[src/rtl/fmap_stream_reader.sv]
// Raster read-out of a column-major BRAM feature map into a row-major
// 8-bit valid/ready pixel stream with credit-limited BRAM reads.
//
// Ports:
//   clk, rst         clock, synchronous active-high reset
//   frame_ready      1-cycle pulse, a full fmap is in BRAM
//   bram_addr_b      port-B word address (BASE_ADDR + column)
//   bram_en_b        port-B read enable, one read per high cycle
//   bram_rddata_b    port-B data, valid RD_LAT cycles after enable
//   m_tdata          pixel value
//   m_tvalid         pixel valid
//   m_tready         downstream ready
//   m_tuser          first pixel of a frame
//   m_tlast          last pixel of a row
//   busy             frame accepted and not yet done
//   frame_done       1-cycle pulse after the final beat
//   overrun          sticky: frame_ready seen while busy
module fmap_stream_reader #(
  parameter int          PIX_H     = 24,
  parameter int          PIX_W     = 24,
  parameter logic [11:0] BASE_ADDR = 12'h000,
  parameter int          RD_LAT    = 1
) (
  input  logic         clk,
  input  logic         rst,
  input  logic         frame_ready,
  output logic [11:0]  bram_addr_b,
  output logic         bram_en_b,
  input  logic [191:0] bram_rddata_b,
  output logic [7:0]   m_tdata,
  output logic         m_tvalid,
  input  logic         m_tready,
  output logic         m_tuser,
  output logic         m_tlast,
  output logic         busy,
  output logic         frame_done,
  output logic         overrun
);

  localparam int RW = (PIX_H > 1) ? $clog2(PIX_H) : 1;
  localparam int CW = (PIX_W > 1) ? $clog2(PIX_W) : 1;
  localparam int D  = RD_LAT + 1;
  localparam int OW = $clog2(2 * D + 1);

  if (int'(BASE_ADDR) + PIX_W - 1 > 4095) begin : g_addr_chk
    $error("BASE_ADDR+PIX_W-1 exceeds 12-bit address space");
  end
  if (RD_LAT < 1 || RD_LAT > 2) begin : g_lat_chk
    $error("RD_LAT must be 1 or 2");
  end
  if (PIX_H * 8 > 192) begin : g_h_chk
    $error("PIX_H*8 exceeds BRAM word width");
  end

  typedef enum logic [1:0] {
    S_IDLE, S_ISSUE, S_DRAIN, S_DONE
  } state_t;

  state_t        state_q, state_d;
  logic [RW-1:0] row_q, row_d;
  logic [CW-1:0] col_q, col_d;
  logic          ovr_q;

  // read tag pipeline, stage RD_LAT-1 lines up with returning data
  logic [RD_LAT-1:0] vld_q;
  logic [RW-1:0]     tr_q [RD_LAT];
  logic [CW-1:0]     tc_q [RD_LAT];

  // shift FIFO: entry 0 drives the stream outputs directly
  logic [7:0]    dat_q [D];
  logic [7:0]    dat_d [D];
  logic [D-1:0]  usr_q, usr_d;
  logic [D-1:0]  lst_q, lst_d;
  logic [OW-1:0] cnt_q, cnt_d;

  logic [OW-1:0] inflight;
  logic [OW-1:0] outst;
  logic [OW-1:0] wpos;
  logic          deq, enq, issue, last_rc;
  logic [7:0]    rbyte;
  logic          rusr, rlst;

  always_comb begin
    inflight = '0;
    for (int i = 0; i < RD_LAT; i++) begin
      inflight = inflight + OW'(vld_q[i]);
    end
    deq   = (cnt_q != '0) && m_tready;
    enq   = vld_q[RD_LAT-1];
    // a same-cycle dequeue frees a slot, keeping 1 pixel/cycle
    outst = cnt_q + inflight - OW'(deq);
    issue = (state_q == S_ISSUE) && (outst < OW'(D));
    last_rc = (row_q == RW'(PIX_H - 1)) &&
              (col_q == CW'(PIX_W - 1));
    rbyte = bram_rddata_b[{tr_q[RD_LAT-1], 3'b000} +: 8];
    rusr  = (tr_q[RD_LAT-1] == '0) && (tc_q[RD_LAT-1] == '0);
    rlst  = tc_q[RD_LAT-1] == CW'(PIX_W - 1);
  end

  always_comb begin
    state_d = state_q;
    row_d   = row_q;
    col_d   = col_q;
    unique case (state_q)
      S_IDLE: begin
        row_d = '0;
        col_d = '0;
        if (frame_ready) state_d = S_ISSUE;
      end
      S_ISSUE: begin
        if (issue) begin
          if (last_rc) begin
            row_d   = '0;
            col_d   = '0;
            state_d = S_DRAIN;
          end else if (col_q == CW'(PIX_W - 1)) begin
            col_d = '0;
            row_d = row_q + 1'b1;
          end else begin
            col_d = col_q + 1'b1;
          end
        end
      end
      S_DRAIN: begin
        if (inflight == '0 && cnt_q == OW'(deq))
          state_d = S_DONE;
      end
      S_DONE:  state_d = S_IDLE;
      default: state_d = S_IDLE;
    endcase
  end

  always_comb begin
    dat_d = dat_q;
    usr_d = usr_q;
    lst_d = lst_q;
    if (deq) begin
      for (int i = 0; i < D - 1; i++) begin
        dat_d[i] = dat_q[i+1];
        usr_d[i] = usr_q[i+1];
        lst_d[i] = lst_q[i+1];
      end
    end
    wpos = cnt_q - OW'(deq);
    for (int i = 0; i < D; i++) begin
      if (enq && wpos == OW'(i)) begin
        dat_d[i] = rbyte;
        usr_d[i] = rusr;
        lst_d[i] = rlst;
      end
    end
    cnt_d = cnt_q + OW'(enq) - OW'(deq);
  end

  always_ff @(posedge clk) begin
    if (rst) begin
      state_q <= S_IDLE;
      row_q   <= '0;
      col_q   <= '0;
      ovr_q   <= 1'b0;
      vld_q   <= '0;
      cnt_q   <= '0;
      usr_q   <= '0;
      lst_q   <= '0;
      for (int i = 0; i < RD_LAT; i++) begin
        tr_q[i] <= '0;
        tc_q[i] <= '0;
      end
      for (int i = 0; i < D; i++) dat_q[i] <= '0;
    end else begin
      state_q <= state_d;
      row_q   <= row_d;
      col_q   <= col_d;
      ovr_q   <= ovr_q | (frame_ready && state_q != S_IDLE);
      vld_q[0] <= issue;
      tr_q[0]  <= row_q;
      tc_q[0]  <= col_q;
      for (int i = 1; i < RD_LAT; i++) begin
        vld_q[i] <= vld_q[i-1];
        tr_q[i]  <= tr_q[i-1];
        tc_q[i]  <= tc_q[i-1];
      end
      cnt_q <= cnt_d;
      usr_q <= usr_d;
      lst_q <= lst_d;
      dat_q <= dat_d;
    end
  end

  assign bram_en_b   = issue;
  assign bram_addr_b = BASE_ADDR + 12'(col_q);
  assign m_tvalid    = cnt_q != '0;
  assign m_tdata     = dat_q[0];
  assign m_tuser     = usr_q[0];
  assign m_tlast     = lst_q[0];
  assign busy        = (state_q == S_ISSUE) || (state_q == S_DRAIN);
  assign frame_done  = state_q == S_DONE;
  assign overrun     = ovr_q;

endmodule

[config.mk]
export PLATFORM = sky130hd
export DESIGN_NAME = fmap_stream_reader
export DESIGN_NICKNAME = d
export VERILOG_FILES = /design/src/rtl/fmap_stream_reader.sv
export SDC_FILE = /design/constraint.sdc
export NUM_CORES = 1
export LEC_CHECK = 0
export ABC_AREA = 1
export CAP_MARGIN = 20
export CORE_AREA = 2 2 110 112
export CTS_BUF_LIST = sky130_fd_sc_hd__clkbuf_8
export DETAILED_ROUTE_END_ITERATION = 8
export DIE_AREA = 0 0 112 114
export GPL_ROUTABILITY_DRIVEN = 0
export GPL_TIMING_DRIVEN = 0
export PLACE_DENSITY = 0.79
export SLEW_MARGIN = 20
export SYNTH_ARGS = -nofsm -noshare
export SYNTH_HDL_FRONTEND = slang
export SYNTH_SLANG_ARGS = --single-unit
[constraint.sdc]
create_clock -name clk -period 2.8 [get_ports clk]
set_input_delay 0.42 -clock clk [delete_from_list [all_inputs] [get_ports clk]]
set_output_delay 0.42 -clock clk [all_outputs]
set_load 0.005 [all_outputs]
==> metrics.md <==
| Metric | Value |
|---|---|
| Transition at the pin with the smallest max-transition slack | `0.711 ns` |
| Total count of hold-check failures in the final report | `0` |
| Final Critical Period | `2.87 ns` |
| Max-slew headroom at the worst pin | `52.4%` |
| Setup slack after placement | `-0.808 ns` |
| H-tree Lvls | `2` |
| Overall Power | `3660 uW` |
| Layout Utilization | `58.9%` |
| Start point of the critical path | `cnt_q[2]` |
| Gate power share | `63.9%` |
| Die height | `114 um` |
| Antenna diode count | `0` |
| Startpoint type of the worst setup path | `register` |
| Status | `finished with violations` |
| Overall die area | `12800 um2` |
| Max-cap violation count | `0` |
| CP arrival | `2.45 ns` |
| # IOs | `223` |
| Vias after detailed routing | `5623` |
| Net Sw Power | `1530 uW` |
| Critical Path Sink Type | `output pin` |
| Initial cell density of the core | `36.8%` |
| Critical R2R Launch | `cnt_q[2]` |
| Via-per-instance ratio | `5.04` |
| Aggregate global routing overflow | `0` |
| Floorplan core area | `11700 um2` |
| Drt initial violations | `519` |
| Hold Path Class | `reg2reg` |
| Detailed-route wire length | `17.9 mm` |
| Clock tree skew after final layout | `0.00968 ns` |
| Minimum setup slack in the final design | `-0.0673 ns` |
| Number of clock buffers inserted by TritonCTS | `5` |
| Clock slew at reported path FFs | `0.09 ns` |
| Main synth FF type | `sky130_fd_sc_hd__dfxtp_1` |
| Clock power frac | `12.0%` |
| Count of synthesis-stage warnings from yosys | `0` |
| Asr flop ratio synth | `0%` |
| Crit path capture | `bram_en_b` |
| Failing checks | `negative setup slack` |
| Layout Nets | `1175` |
| Max clock buf depth | `2` |
| RSZ-0062 raised after global routing | `true` |
| Highest clock frequency the design can meet | `349 MHz` |
| Top fanout value on the critical path | `3` |
| Switching share of power | `41.9%` |
| Total routing resource utilization after global routing | `27.3%` |
| Worst VDD drop | `0.448 mV` |
| Clock tree from TritonCTS | `built` |
| DRC | `0` |
| Antenna violations before repair | `0` |
| Pre-Repair DR Iteration Count | `7` |
| Areal power density over the cells | `531 nW/um2` |
| Post-synthesis area per instance | `5.90 um2` |
| Internal reg-to-reg setup slack | `0.13 ns` |
| Seq/Total Area, Yosys | `21.8%` |
| Number of global-route vias before repair | `5216` |
| Path type of the worst setup path | `reg2out` |
| Worst R2R Path Depth | `19` |
| IO Port Bufs | `214` |
| Fraction of final layout cells with drive strength greater than 1 | `10.4%` |
| Clock root cell | `sky130_fd_sc_hd__clkbuf_8` |
| Max Transition Viols Final | `0` |
| Unique cell type count in the Yosys netlist | `36` |
| # clock sinks | `47` |
| First-pass GRT wire length | `27.7 mm` |
| Area of the mapped netlist | `4320 um2` |
| EDFF count, synth | `0` |
| Share of power burned in registers | `24.1%` |
| Die W | `112 um` |
| Cell row count | `40` |
| Antenna-violating nets left | `0` |
| Register bit total from synthesis | `47` |
| Leakage power total | `0.00302 uW` |
| Capturing point of the worst reg2reg path | `state_q[0]` |
| Avg WL per Cell | `16.1 um` |
| Setup Viol. Count Final | `1` |
| Final cycle utilization of the critical path | `102%` |
| Area overhead of the layout relative to synthesis | `59.7%` |
| Clock network latency to the later pin of the worst-skew pair | `0.31 ns` |
| Detailed Place HPWL | `14.2 mm` |
| Internal power | `2130 uW` |
| Required time of the worst setup path | `2.38 ns` |
| Pin count of the biggest net entering global routing | `15` |
| Gate count of the mapped netlist | `732` |
==> area by class of cell <==
class                      count  area [um2]
fill                        1133        4820
multi-input combinational    550        2740
timing repair buffer         223        2200
sequential                    47         950
buffer                        58         409
inverter                      83         315
tap                          147         184
clock buffer                   6        82.6
clock inverter                 2        12.5
==> metrics by stage <==
step	std cells	hold slack [ns]	area [um2]	TNS, ns
2_1_floorplan	738	0.433	4340	0
3_3_place_gp	1099	0.460	6660	-4.91
3_5_place_dp	1099	0.460	6660	-5.58
4_1_cts	1112	0.471	6850	-0.131
5_1_grt	1116	0.505	6890	-0.194
6_report	1116	0.473	6890	-0.0673
==> power by group through the flow <==
stage	sequential [uW]	combinational (uW)	clock [uW]
floorplan	860	1330	0
global placement	878	2070	0
CTS	874	2230	442
global route	897	2580	468
finish	880	2340	440
detailed placement	880	2090	0
==> cell usage after synthesis, drive strengths merged (2+ instances only) <==
| library cell | number | area share [%] |
|---|---|---|
| nand4 | 3 | 0.58 |
| ha | 10 | 2.9 |
| a21oi | 24 | 2.8 |
| o211ai | 21 | 3.7 |
| buf | 48 | 8.5 |
| clkbuf | 10 | 0.90 |
| nand3 | 86 | 10 |
| dfxtp | 47 | 22 |
| xor2 | 5 | 1.0 |
| inv | 82 | 7.1 |
| nor2 | 159 | 14 |
| nand2 | 119 | 11 |
| nor4 | 2 | 0.29 |
| a31oi | 3 | 0.43 |
| o21ai | 96 | 11 |
| nor3 | 9 | 1.8 |
==> placed cells by master, fill, tap and decap left out, drive strengths merged, types with 2 or more instances in the layout <==
master | synthesis | routed
clkdlybuf4s50 | 0 | 212
nor2 | 159 | 159
nand2 | 119 | 119
o21ai | 96 | 96
nand3 | 86 | 86
inv | 82 | 83
buf | 48 | 58
dfxtp | 47 | 47
a21oi | 24 | 24
o211ai | 21 | 21
clkbuf | 10 | 16
ha | 10 | 10
nor3 | 9 | 9
conb | 1 | 7
xor2 | 5 | 5
a31oi | 3 | 3
nand4 | 3 | 3
nor4 | 2 | 2
clkinv | 1 | 2
==> worst max-delay path: stages, from the launching register on <==
cell and delay [ns]:
sky130_fd_sc_hd__dfxtp_4 0.37, sky130_fd_sc_hd__nor2_4 0.11, sky130_fd_sc_hd__nand2_2 0.07, sky130_fd_sc_hd__nand2_4 0.08, sky130_fd_sc_hd__inv_4 0.04, sky130_fd_sc_hd__ha_4 0.20, sky130_fd_sc_hd__inv_2 0.06, sky130_fd_sc_hd__ha_4 0.12
sky130_fd_sc_hd__inv_2 0.04, sky130_fd_sc_hd__fa_2 0.36, sky130_fd_sc_hd__xnor2_2 0.19, sky130_fd_sc_hd__xor2_2 0.19, sky130_fd_sc_hd__nand3_1 0.11, sky130_fd_sc_hd__inv_1 0.07, sky130_fd_sc_hd__buf_2 0.10
==> timing repair <==
item / CTS / global route
cloned: 0 / 0
endpoints found under the setup margin: 13 / 6
pin swaps: 6 / 6
hold buffers: 0 / 0
buffers inserted: 5 / 4
gates resized for setup: 22 / 3
==> cells by family (layout without fill, tap and decap cells) <==
group                      Yosys count  count (layout)  share of synthesized area [%]
buffers and inverters              141             372                           16.6
and+or+nand+nor                    378             378                           37.8
adders and majority gates           11              11                           3.36
AOI/OAI and AO/OA                  148             148                           19.1
DFF                                 47              47                           21.8
xor gates and xnor gates             6               6                           1.22
other                                1               7                         0.0869
==> flip-flops by register name, summed over array words and instances, names as in the netlist, 2 cells and up <==
name / count
lst_q: 2
usr_q: 2
m_tdata: 8
row_q: 5
tc_q: 5
cnt_q: 3
state_q: 2
tr_q: 5
dat_q: 8
col_q: 5
==> how the worst min path moves through the flow <==
| stage | start | to | slack [ns] | depth (start not counted) |
|---|---|---|---|---|
| floorplan | row_q[1] | tr_q[0][1] | 0.43 | 2 |
| global placement | row_q[1] | tr_q[0][1] | 0.46 | 2 |
| detailed placement | overrun | overrun | 0.46 | 2 |
| CTS | row_q[2] | tr_q[0][2] | 0.47 | 2 |
| global route | row_q[2] | tr_q[0][2] | 0.51 | 2 |
| finish | row_q[2] | tr_q[0][2] | 0.47 | 2 |
==> routing by layer <==
layer | share of wire, % | vias up | track usage [%]
met4 | 2.5 | 0 | 7.89
met3 | 7.6 | 34 | 3.35
met5 | 0 | - | 0
li1 | - | 2819 | -
met1 | 44 | 2527 | 36.8
met2 | 46 | 243 | 46.3
(Power assumes the default switching activity.)
